===== src/rtl/batch_sequencer_pkg.sv =====
// rtl/batch_sequencer_pkg.sv - shared types for the batch sequencer
package batch_sequencer_pkg;

  typedef enum logic {SEQ_IDLE, SEQ_RUN} seq_state_t;

endpackage


===== src/rtl/sample_bank_ram.sv =====
// rtl/sample_bank_ram.sv - two-bank sample regfile, one write port, one registered read port
module sample_bank_ram #(
  parameter int N     = 3,
  parameter int DEPTH = 32
) (
  input  logic                     clk,
  input  logic                     rst,
  input  logic                     we,
  input  logic                     wbank,
  input  logic [$clog2(DEPTH)-1:0] waddr,
  input  logic [N-1:0]             wdata,
  input  logic                     re,
  input  logic                     rbank,
  input  logic [$clog2(DEPTH)-1:0] raddr,
  output logic [N-1:0]             rdata
);

  logic [N-1:0] mem [2][DEPTH];

  always_ff @(posedge clk) begin
    if (we) mem[wbank][waddr] <= wdata;
  end

  always_ff @(posedge clk) begin
    if (rst)     rdata <= '0;
    else if (re) rdata <= mem[rbank][raddr];
  end

endmodule


===== src/rtl/batch_sequencer.sv =====
// rtl/batch_sequencer.sv - ping-pong capture, in-order forward and reversed backward replay
// Optional drop-on-full write guard and sticky overrun flag: BATCH_SEQ_OVERRUN_EN
module batch_sequencer #(
  parameter int N     = 3,
  parameter int DEPTH = 32
) (
  input  logic         clk,
  input  logic         rst,
  input  logic [N-1:0] in,
  input  logic         in_valid,
  output logic [N-1:0] fwd_sel,
  output logic         fwd_valid,
  output logic [N-1:0] bwd_sel,
  output logic         bwd_valid,
  output logic         bwd_clear,
  output logic         bwd_last,
  output logic         busy,
  output logic         overrun
);
  import batch_sequencer_pkg::*;

  localparam int AW = $clog2(DEPTH);
  localparam logic [AW-1:0] ADDR_MAX = AW'(DEPTH - 1);

  seq_state_t    state;
  logic [AW-1:0] waddr;
  logic [AW-1:0] raddr;
  logic          wbank;
  logic          rbank;
  logic [1:0]    full;
  logic          release_rd;
  logic          wr_en;
  logic          wr_last;

  // Reader frees its bank on the oldest-sample read; a writer waiting on that bank may use it now.
  assign release_rd = (state == SEQ_RUN) && (raddr == '0);

`ifdef BATCH_SEQ_OVERRUN_EN
  logic wbank_free;
  assign wbank_free = !full[wbank] || (release_rd && (rbank == wbank));
  assign wr_en      = in_valid && wbank_free;

  always_ff @(posedge clk) begin
    if (rst)                         overrun <= 1'b0;
    else if (in_valid && !wbank_free) overrun <= 1'b1;
  end
`else
  assign wr_en   = in_valid;
  assign overrun = 1'b0;
`endif

  assign wr_last = wr_en && (waddr == ADDR_MAX);
  assign busy    = (state == SEQ_RUN);

  always_ff @(posedge clk) begin
    if (rst) begin
      fwd_sel   <= '0;
      fwd_valid <= 1'b0;
    end else begin
      fwd_sel   <= in;
      fwd_valid <= in_valid;
    end
  end

  always_ff @(posedge clk) begin
    if (rst) begin
      waddr <= '0;
      wbank <= 1'b0;
    end else if (wr_en) begin
      if (wr_last) begin
        waddr <= '0;
        wbank <= ~wbank;
      end else begin
        waddr <= waddr + 1'b1;
      end
    end
  end

  always_ff @(posedge clk) begin
    if (rst) begin
      full <= 2'b00;
    end else begin
      if (release_rd) full[rbank] <= 1'b0;
      if (wr_last)    full[wbank] <= 1'b1;
    end
  end

  always_ff @(posedge clk) begin
    if (rst) begin
      state     <= SEQ_IDLE;
      raddr     <= '0;
      rbank     <= 1'b0;
      bwd_valid <= 1'b0;
      bwd_clear <= 1'b0;
      bwd_last  <= 1'b0;
    end else begin
      bwd_valid <= 1'b0;
      bwd_clear <= 1'b0;
      bwd_last  <= 1'b0;
      case (state)
        SEQ_IDLE: begin
          if (full[rbank]) begin
            state <= SEQ_RUN;
            raddr <= ADDR_MAX;
          end
        end
        SEQ_RUN: begin
          bwd_valid <= 1'b1;
          bwd_clear <= (raddr == ADDR_MAX);
          bwd_last  <= (raddr == '0);
          raddr     <= raddr - 1'b1;
          if (raddr == '0) begin
            rbank <= ~rbank;
            if (!full[~rbank]) state <= SEQ_IDLE;
          end
        end
        default: state <= SEQ_IDLE;
      endcase
    end
  end

  sample_bank_ram #(.N(N), .DEPTH(DEPTH)) u_ram (
    .clk   (clk),
    .rst   (rst),
    .we    (wr_en),
    .wbank (wbank),
    .waddr (waddr),
    .wdata (in),
    .re    (state == SEQ_RUN),
    .rbank (rbank),
    .raddr (raddr),
    .rdata (bwd_sel)
  );

endmodule

===== config.mk =====
export PLATFORM = sky130hd
export DESIGN_NAME = batch_sequencer
export DESIGN_NICKNAME = d
export VERILOG_FILES = /design/src/rtl/batch_sequencer_pkg.sv /design/src/rtl/sample_bank_ram.sv /design/src/rtl/batch_sequencer.sv
export SDC_FILE = /design/constraint.sdc
export NUM_CORES = 1
export LEC_CHECK = 0
export BUFFER_PORTS_ARGS = -buffer_cell sky130_fd_sc_hd__buf_2
export CAP_MARGIN = 20
export CORE_MARGIN = 2
export CORE_UTILIZATION = 31
export DETAILED_ROUTE_END_ITERATION = 16
export GPL_ROUTABILITY_DRIVEN = 1
export PLACE_DENSITY = 0.58
export SKIP_CTS_REPAIR_TIMING = 1
export SLEW_MARGIN = 20
export SYNTH_ARGS = -nofsm -noshare
export SYNTH_HDL_FRONTEND = slang
export SYNTH_SLANG_ARGS = --single-unit

===== constraint.sdc =====
create_clock -name clk -period 1.9 [get_ports clk]
set_input_delay 0.285 -clock clk [delete_from_list [all_inputs] [get_ports clk]]
set_output_delay 0.285 -clock clk [all_outputs]
set_load 0.1 [all_outputs]

==> Word level (Yosys, flattened, before mapping) <==
Memories as Yosys holds them, arrays and structs flattened. A register that Yosys moved wholly into a read port is not among the register bits.
Cells that the tools add are included.
W data, S select, Z words.
{ "word_totals": {"ff_bits": 25, "latchBits": 0, "mem_bits_rw": 192, "mem_bits_ro": 0, "out_inout_bits": 12, "wordCells": 71, "mem_count": 1} }
{ "op_classes": {"add_sub_neg": 2, "multipliers": 0, "div_mod_pow": 0, "order_cmp": 8, "n_eq_ne": 3, "shifts": 0, "n_mux": 28, "bitwise": 8, "reduce_logical": 9} }
{ "memory_table": {"columns": ["name", "words", "word_bits", "rd", "rd_clocked_by_memory_dff", "wr", "line", "text"], "rows": [
  ["u_ram.mem", 2, 96, 1, 1, 1, "sample_bank_ram.sv:18", "logic [N-1:0] mem [2][DEPTH];"]
]} }
{ "ops": {"columns": ["op", "count"], "rows": [
  ["$mux W96", 1],
  ["$bmux W3 S5", 1],
  ["$demux W3 S5", 1],
  ["$mux W1", 13],
  ["$ge A6 B6 Y1 const B", 2],
  ["$not A5 Y6", 2],
  ["$eq A5 B5 Y1 const B", 2],
  ["$mux W5", 2],
  ["$pmux W5 S2", 1],
  ["$mux W3", 3],
  ["$lt A1 B2 Y1 const B", 3],
  ["$lt A6 B1 Y1 const B", 1],
  ["$mux W2", 3],
  ["$add A5 B1 Y5 const B", 1],
  ["$logic_and A1 B1 Y1", 5],
  ["$logic_not A5 Y1", 1],
  ["$sub A5 B1 Y5 const B", 1],
  ["$reduce_and A2 Y1", 2],
  ["$not A1 Y1", 3],
  ["$and A2 B2 Y2", 1],
  ["$demux W1 S1", 2],
  ["$ge A1 B1 Y1 const B", 2],
  ["$ne A2 B2 Y1 const B", 1],
  ["$not A2 Y2", 1],
  ["3 further kinds", 3]
]} }

==> Longest topological paths before layout <==
Gate-level depths: netlist of run 1.
{ "logic_depth": {"depth_word": 10, "mapped_depth": 8, "depth_no_buf": 6} }

==> By module <==
A second synthesis of run 1 with hierarchy kept.
{ "unflattened": {"hier_cells": 532, "hier_area_um2": 8844.7} }
{ "by_module_without_submodules": {"columns": ["mod", "instances", "cells_each", "area_per_inst_um2", "seq_area_each_um2"], "rows": [
  ["sample_bank_ram", 1, 437, 7901.3, 5825.6],
  ["batch_sequencer", 1, 95, 943.4, 440.4]
]} }

==> Worst setup path after synthesis of run 1 <==
OpenSTA, ideal clock, no wires.
{ "synth_timing": {"path_kind": "register to register", "from": "register state, in the netlist busy", "to": "register u_ram.rdata[0]", "setup_ns": 0.134, "arrival_time_ns": 1.846, "required_time_ns": 1.766, "path_slack_ns": -0.080, "stages_incl_launch_ff": 6, "synth_period_minus_slack_ns": 1.980, "cell_sequence": "dfxtp_1 nor2b_1 nand2_1 a32o_1 nor3_1 a211oi_1"} }
{ "synth_lines": {"columns": ["element", "line", "text"], "rows": [
  ["start, declared", "batch_sequencer.sv:25", "seq_state_t state;"],
  ["start signal, assigned", "batch_sequencer.sv:90", "state <= SEQ_IDLE;"],
  ["start signal, assigned", "batch_sequencer.sv:103", "state <= SEQ_RUN;"],
  ["start signal, assigned", "batch_sequencer.sv:114", "if (!full[~rbank]) state <= SEQ_IDLE;"],
  ["end signal, assigned", "sample_bank_ram.sv:26", "else if (re) rdata <= mem[rbank][raddr];"],
  ["end, declared", "sample_bank_ram.sv:15", "output logic [N-1:0] rdata"]
]} }

==> impl_metrics.json, run 1 <==
{
  "hpwl_um": 12500,
  "syn_avg_cell_area_sq_um": 16.6,
  "clk_path_buf_depth": 3,
  "yosys.area.top_type_share_pct": 64.6,
  "p_per_area_nw_per_um2": 900,
  "cts_buffers": 22,
  "crit_arrival_ns": 2.31,
  "hp-class": "in -> reg",
  "skew_ns": 0.0156,
  "critPathSlowestCell": "mux4_1",
  "fin_ws_ns": -0.0404,
  "crit_fanout": 12,
  "dieHeight_um": 174,
  "period_needed_ns": 1.94,
  "synth-warning-count": 0,
  "avgViaCountPerCell": 4.89,
  "worstSkewPairLatency_ns": 0.50,
  "fp.dieW_um": 174,
  "maxCapViolations": 0,
  "critical_path.top_delay_family": "multiplexers",
  "ys_ff_latch": 218,
  "dieArea_sq_um": 30200,
  "r2r-end": "u_ram.rdata[0]",
  "ios": 18,
  "synthArstFlopShare_pct": 0,
  "synthCells": 538,
  "setup_violations": 1,
  "synth_flop_cell": "edfxtp_1",
  "finalNetCount": 621,
  "required_ns": 2.27,
  "gp_congestion": 0.798,
  "yosysTopAreaCell": "edfxtp_1",
  "cts_sinks": 218,
  "htree_levels": 1,
  "synth_most_common_cell": "edfxtp_1",
  "violations": "setup timing",
  "worstRegToRegCells": 6,
  "max_stage_delay_ns": 0.59,
  "path_cells": "buf_12, mux4_1, mux2i_2, nor3_1, nor3_2, a211oi_1",
  "cp-endpoint": "u_ram.rdata[0]",
  "grt_pass1_wl_um": 29800,
  "holdWs_ns": 0.197,
  "status": "finished with violations",
  "drive_above_1_share_pct": 26.7,
  "core_sq_um": 28500,
  "cp-start-kind": "flop",
  "area_growth_pct": 19.1,
  "wl_per_cell_um": 19.5,
  "syn_area_sq_um": 8930,
  "grt_pass1_vias": 4963,
  "initial_core_util_pct": 31.3,
  "postRouteAntennaNets": 0,
  "finalMaxSlewViolations": 0,
  "final_core_util_pct": 37.2,
  "peakVddDrop_mv": 0.663,
  "antennaDiodeCount": 0,
  "fmax_mhz": 515,
  "rows": 62,
  "finalHoldViolCount": 0,
  "path_clk_slew_ns": 0.06,
  "vias": 4912,
  "drcViolationCount": 0,
  "synthTopCellsByArea": "edfxtp_1 65%, dfxtp_1 5.8%, mux4_1 5.6%, mux4_2 4.5%, nor2_1 3.2%",
  "routed_wl_um": 19600,
  "num-fill-cells": 2699,
  "antenna_found_initial": 0,
  "rsz0062_at_grt": "yes",
  "leakage_uw": 0.00335,
  "drtIter0Drc": 446,
  "overflow": 0,
  "rrSetupSlack_ns": -0.04,
  "ys_top_cells_by_count": "192 x edfxtp_1, 77 x nor2_1, 26 x dfxtp_1",
  "final_cells": 1005,
  "grt_start_max_net_pins": 66,
  "crit_type": "reg -> reg",
  "firstDrtPassIters": 7,
  "holdPathStages": 3,
  "synth_cell_types": 50,
  "gr-usage-all-layers_pct": 12.8,
  "syn_nets": 551,
  "hp-start": "in_valid",
  "dp.cells": 958,
  "cts-root-buf": "clkbuf_16",
  "min_period_over_period_pct": 102,
  "synth_edf_count": 192,
  "seq_area_frac_synth_pct": 70.4,
  "end_kind": "flop",
  "cts_tree": "built",
  "worst-path-stages": 6,
  "portBuffers": 16,
  "crit_buf_inv": 1
}
==> cells by family after synthesis <==
kind of cell / share of synthesized area (%)
xor gates and xnor gates: 0.490
DFF: 70.4
other: 0.0420
adders and majority gates: 0.981
buffers and inverters: 2.45
and+or+nand+nor: 7.85
muxes: 13.4
AOI/OAI and AO/OA: 4.37
==> placed cells by master (no fill, tap or decap), types with 3 or more instances in the layout <==
master,instances
a211oi_1,6
a21oi_1,13
a221oi_1,4
a22oi_1,5
a22oi_2,6
a32o_1,3
and2_1,3
buf_12,7
buf_2,15
buf_4,47
clkbuf_1,3
clkbuf_16,24
clkinv_2,3
clkinvlp_4,3
dfxtp_1,23
edfxtp_1,192
ha_1,7
inv_1,7
mux2_2,10
mux2i_1,13
mux2i_2,4
mux4_1,14
mux4_2,23
nand2_1,17
nand2b_1,3
nand3_1,12
nand3b_1,4
nor2_1,77
nor2b_1,11
nor3_1,6
o21ai_0,4
o22ai_1,4
xnor2_1,4
==> registers in the layout, summed over array words and instances (netlist names), 2 cells and up, named ones only <==
name	flops
full	2
u_ram.rdata	3
fwd_sel	3
u_ram.mem	192
raddr	5
waddr	5
==> report_power, final <==
| part | internal [uW] | switching (uW) |
|---|---|---|
| combinational | 54.1 | 172 |
| clock | 2350 | 1770 |
| sequential | 5220 | 8.73 |
==> worst min path at each step <==
stage                             to
final                       waddr[4]
after floorplan           fwd_sel[0]
after CTS                   waddr[4]
after global routing        waddr[4]
after global placement       full[0]
after detailed placement     full[0]
==> through the flow <==
stage | power (uW) | setup TNS (ns) | instance area (sq um) | setup slack, ns
5_1_grt | 9860 | -0.296 | 10600 | -0.118
6_report | 9570 | -0.0404 | 10600 | -0.0404
3_5_place_dp | 5560 | -0.131 | 9740 | -0.0762
4_1_cts | 9630 | -0.190 | 10400 | -0.0861
3_3_place_gp | 5560 | -0.111 | 9740 | -0.0713
2_1_floorplan | 5430 | 0 | 8930 | 0.173
==> layer usage <==
layer	GRT usage [%]	vias up	routed length, um
met1	17.4	2506	8810
met3	2.13	23	936
met5	0	-	0
li1	-	2236	-
met4	3.92	0	407
met2	21.3	147	9460
==> cell type report <==
cell class / count / area (sq um) / share of cell area [%]
well taps: 384 / 480 / 4.52
inverters: 8 / 30.0 / 0.282
clock buffers: 26 / 587 / 5.52
clock inverters: 11 / 92.6 / 0.871
multi-input cells: 284 / 2490 / 23.5
flip-flops and latches: 218 / 6290 / 59.2
repair buffers: 74 / 654 / 6.16
==> tightest hold or removal path, stage by stage <==
cell and delay [ns]:
buf_2 0.17, nand2b_1 0.13, a21oi_1 0.06
(Power assumes the default switching activity.)
==> run 2, diff against run 1 <==
--- a/config.mk
+++ b/config.mk
@@ -11,7 +11,7 @@
 export CORE_UTILIZATION = 31
 export DETAILED_ROUTE_END_ITERATION = 16
 export GPL_ROUTABILITY_DRIVEN = 1
-export PLACE_DENSITY = 0.58
+export PLACE_DENSITY = 0.56
 export SKIP_CTS_REPAIR_TIMING = 1
 export SLEW_MARGIN = 20
 export SYNTH_ARGS = -nofsm -noshare
==> constraint.sdc (replaced) <==
create_clock -name clk -period 2 [get_ports clk]
set_input_delay 0.3 -clock clk [delete_from_list [all_inputs] [get_ports clk]]
set_output_delay 0.3 -clock clk [all_outputs]
set_load 0.1 [all_outputs]
==> impl_metrics.json, run 2 (same netlist as run 1, synthesis figures left out) <==
{
  "status": "complete, no violations",
  "top_register": "u_ram.mem",
  "critical_path.top_delay_family": "multiplexers",
  "end_kind": "flop",
  "leakage_uw": 0.00327,
  "power_switching_uw": 1770,
  "peakVddDrop_mv": 0.553,
  "avgViaCountPerCell": 4.96,
  "cts-root-buf": "clkbuf_16",
  "firstDrtPassIters": 5,
  "min_period_over_period_pct": 99.1,
  "pwr-share-seq_pct": 56.0,
  "finalMaxSlewViolations": 0,
  "finalSetupTns_ns": 0,
  "grt_pass1_wl_um": 29900,
  "place_area_sq_um": 9680,
  "cp-start-kind": "flop",
  "grt_start_max_net_pins": 66,
  "hp-class": "in -> reg",
  "power.share.switching_pct": 19.9,
  "top_regs": "u_ram.mem x192, raddr x5, waddr x5",
  "overflow": 0,
  "cts_buffers": 23,
  "path_clk_slew_ns": 0.06,
  "finalHoldViolCount": 0,
  "rows": 62,
  "initial_core_util_pct": 31.3,
  "routed_wl_um": 20100,
  "drive_above_1_share_pct": 24.9,
  "drtIter0Drc": 461,
  "clk_path_buf_depth": 3,
  "fin_area_sq_um": 10500,
  "slew_headroom_pct": 64.0,
  "crit_arrival_ns": 2.35,
  "htree_levels": 1,
  "gp_congestion": 0.797,
  "worstSkewPairLatency_ns": 0.50,
  "period_needed_ns": 1.98,
  "maxCapViolations": 0,
  "finalNetCount": 615,
  "hpwl_um": 13100,
  "wl_per_cell_um": 20.1,
  "ios": 18,
  "largest_reg_flops": 192,
  "antennaDiodeCount": 0,
  "layout_commonest_cell": "edfxtp_1",
  "crit_buf_inv": 2,
  "final_core_util_pct": 36.7,
  "critPathSlowestCell": "mux4_2",
  "antenna_found_initial": 0,
  "rrSetupSlack_ns": 0.02,
  "setup_violations": 0,
  "cts_tree": "built",
  "gr-usage-all-layers_pct": 12.9,
  "fp.dieW_um": 174,
  "dieHeight_um": 174,
  "rsz0062_at_grt": "yes",
  "tightest_slew_ns": 0.537,
  "max_stage_delay_ns": 0.50,
  "fmax_mhz": 504,
  "path_cells": "buf_12, buf_4, mux4_2, a32o_2, nor4_4, a41oi_1",
  "holdWs_ns": 0.230,
  "p_int_uw": 7110,
  "combPwrFrac_pct": 2.4,
  "dieArea_sq_um": 30200,
  "cts_sinks": 218,
  "p_clk_share_pct": 41.6,
  "pre_cts_ws_ns": 0.00353,
  "fin_ws_ns": 0.0174,
  "skew_ns": 0.00531,
  "drcViolationCount": 0,
  "required_ns": 2.37,
  "vias": 4950,
  "grt_pass1_vias": 5083,
  "area_growth_pct": 17.3,
  "portBuffers": 16,
  "crit_fanout": 9,
  "postRouteAntennaNets": 0,
  "crit_type": "reg -> reg",
  "p_per_area_nw_per_um2": 848,
  "core_sq_um": 28500,
  "final_cell_mix": "192 x edfxtp_1, 77 x nor2_1, 42 x buf_4"
}
run 2: cell type report:
class,count,area [sq um]
Fill cell,2740,18100
Tap cell,384,480
Sequential cell,218,6290
Timing Repair Buffer,67,581
Clock buffer,31,606
Clock inverter,6,25.0
Inverter,8,30.0
Multi-Input combinational cell,284,2450
run 2: power by group through the flow:
stage	Clock (uW)	Combinational, uW	Sequential [uW]
global placement	0	210	5070
detailed placement	0	216	5070
global route	3960	234	4970
finish	3690	215	4970
CTS	3780	216	4970
floorplan	0	63.7	5100
run 2: worst register-to-register path, cell delays in order (launching register included):
cell     delay [ns]
dfxtp_4        0.38
buf_12         0.14
buf_4          0.12
mux4_2         0.50
a32o_2         0.29
nor4_4         0.29
a41oi_1        0.14
run 2: routing by layer:
layer	share of wire (%)	track usage, %
met1	44	17.7
met2	47	20.9
met3	6.7	2.63
met4	2.4	3.96
met5	0	0
run 2: path summary, 6_finish.rpt:
kind                            startpoint              to  cells after the start
worst max-delay path                  flop  u_ram.rdata[1]                      6
worst min-delay path                   rst        waddr[2]                      2
worst max register to register        flop  u_ram.rdata[1]                      6
worst min register to register     full[0]         full[0]                      2
run 2: metrics by stage:
step | total power (uW) | instances
after floorplan | 5160 | 538
after global placement | 5280 | 948
after detailed placement | 5280 | 948
after CTS | 8970 | 985
after global routing | 9170 | 998
final | 8880 | 998
==> run 3, diff against run 2 <==
--- a/config.mk
+++ b/config.mk
@@ -7,11 +7,11 @@
 export LEC_CHECK = 0
 export BUFFER_PORTS_ARGS = -buffer_cell sky130_fd_sc_hd__buf_2
 export CAP_MARGIN = 20
-export CORE_MARGIN = 2
+export CORE_MARGIN = 4
 export CORE_UTILIZATION = 31
 export DETAILED_ROUTE_END_ITERATION = 16
 export GPL_ROUTABILITY_DRIVEN = 1
-export PLACE_DENSITY = 0.56
+export PLACE_DENSITY = 0.58
 export SKIP_CTS_REPAIR_TIMING = 1
 export SLEW_MARGIN = 20
 export SYNTH_ARGS = -nofsm -noshare
==> constraint.sdc (replaced) <==
create_clock -name clk -period 1.69 [get_ports clk]
set_input_delay 0.2535 -clock clk [delete_from_list [all_inputs] [get_ports clk]]
set_output_delay 0.2535 -clock clk [all_outputs]
set_load 0.1 [all_outputs]
==> impl_metrics.json, run 3 (same netlist as run 1, synthesis figures left out) <==
{
  "holdWs_ns": 0.166,
  "path_cells": "buf_12, mux4_1, a22oi_2, a21oi_1, a21oi_1, a211oi_1",
  "p_per_area_nw_per_um2": 1040,
  "postRouteAntennaNets": 0,
  "worst-path-stages": 6,
  "fmax_mhz": 509,
  "finalHoldViolCount": 0,
  "critPathSlowestCell": "mux4_1",
  "maxCapViolations": 0,
  "overflow": 0,
  "cts_tree": "built",
  "violations": "setup timing",
  "ios": 18,
  "crit_buf_inv": 1,
  "htree_levels": 1,
  "hp-class": "in -> reg",
  "routed_wl_um": 20400,
  "gp_congestion": 0.834,
  "antenna_found_initial": 0,
  "grt_start_max_net_pins": 66,
  "antennaDiodeCount": 0,
  "drive_above_1_share_pct": 33.2,
  "top_regs": "u_ram.mem x192, raddr x5, waddr x5",
  "avgViaCountPerCell": 4.91,
  "rrSetupSlack_ns": -0.27,
  "cts-root-buf": "clkbuf_16",
  "dp.cells": 997,
  "crit_type": "reg -> reg",
  "peakVddDrop_mv": 0.700,
  "end_kind": "flop",
  "holdPathStages": 2,
  "drcViolationCount": 0,
  "critical_path.top_delay_family": "multiplexers",
  "tightest_slew_ns": 0.709,
  "min_period_over_period_pct": 116,
  "crit_fanout": 12,
  "gr-usage-all-layers_pct": 12.9,
  "pre_cts_ws_ns": -0.292,
  "skew_ns": 0.0128,
  "largest_reg_flops": 192,
  "core_sq_um": 28100,
  "drtIter0Drc": 464,
  "cp-start-kind": "flop",
  "layout_commonest_cell": "edfxtp_1",
  "grt_pass1_vias": 5259,
  "cts_buffers": 24,
  "status": "finished with violations",
  "worst_path_most_repeated_cell": "a21oi_1",
  "dieHeight_um": 178,
  "leakage_uw": 0.00362,
  "portBuffers": 16,
  "worstSkewPairLatency_ns": 0.52,
  "final_cell_mix": "192 x edfxtp_1, 85 x buf_4, 67 x nor2_1",
  "clk_path_buf_depth": 3,
  "hpwl_um": 13400,
  "final_cells": 1041,
  "setup_violations": 3,
  "rsz0062_at_grt": "yes",
  "cts_sinks": 218,
  "finalMaxSlewViolations": 0,
  "crit_arrival_ns": 2.35,
  "max_stage_delay_ns": 0.61,
  "vias": 5110,
  "rows": 61,
  "path_clk_slew_ns": 0.06,
  "area_growth_pct": 23.5,
  "slew_headroom_pct": 52.7,
  "worstRegToRegCells": 6,
  "dieArea_sq_um": 31600,
  "period_needed_ns": 1.96,
  "grt_pass1_wl_um": 31100,
  "initial_core_util_pct": 31.8,
  "fin_ws_ns": -0.273,
  "wl_per_cell_um": 19.6,
  "finalNetCount": 660,
  "top_register": "u_ram.mem",
  "fp.dieW_um": 178,
  "required_ns": 2.07,
  "firstDrtPassIters": 5
}
[run 3: final timing paths]
kind                start             end
setup / recovery     flop  u_ram.rdata[0]
hold / removal        rst        bwd_last
hold reg to reg   full[0]         full[0]
setup reg to reg     flop  u_ram.rdata[0]
[run 3: worst register-to-register path, cell delays in order, from the launching register on]
cell,delay [ns]
dfxtp_4,0.46
buf_12,0.19
mux4_1,0.62
a22oi_2,0.19
a21oi_1,0.10
a21oi_1,0.18
a211oi_1,0.10
[run 3: cell type report]
| type | instances | area [sq um] |
|---|---|---|
| repair buffers | 111 | 905 |
| flip-flops and latches | 218 | 6300 |
| clock buffers | 25 | 626 |
| inverters | 8 | 30.0 |
| well taps | 378 | 473 |
| fillers | 2592 | 17100 |
| multi-input cells | 284 | 2510 |
| clock inverters | 17 | 184 |
[run 3: stage by stage]
step                      cell area [sq um]  total power, uW  utilization [%]  setup TNS (ns)
final                                 11000            11400             39.3          -0.722
after global routing                  11000            11800             39.3           -1.07
after CTS                             10900            11600             38.7           -1.18
after detailed placement              10100             6250             35.8          -0.931
after global placement                10100             6240             35.8          -0.920
after floorplan                        8930             6110                -         -0.0158
[run 3: layer usage]
metal	routed length, um	track usage (%)
met5	0	0
met4	606	4.22
met3	1010	2.30
met2	9330	19.9
met1	9480	18.4
[run 3: where the power goes]
part	switching [uW]	internal (uW)	leakage [uW]	total [uW]
combinational	201	57.0	0.00128	258
clock	2030	3270	0.000398	5310
sequential	10.4	5870	0.00194	5880
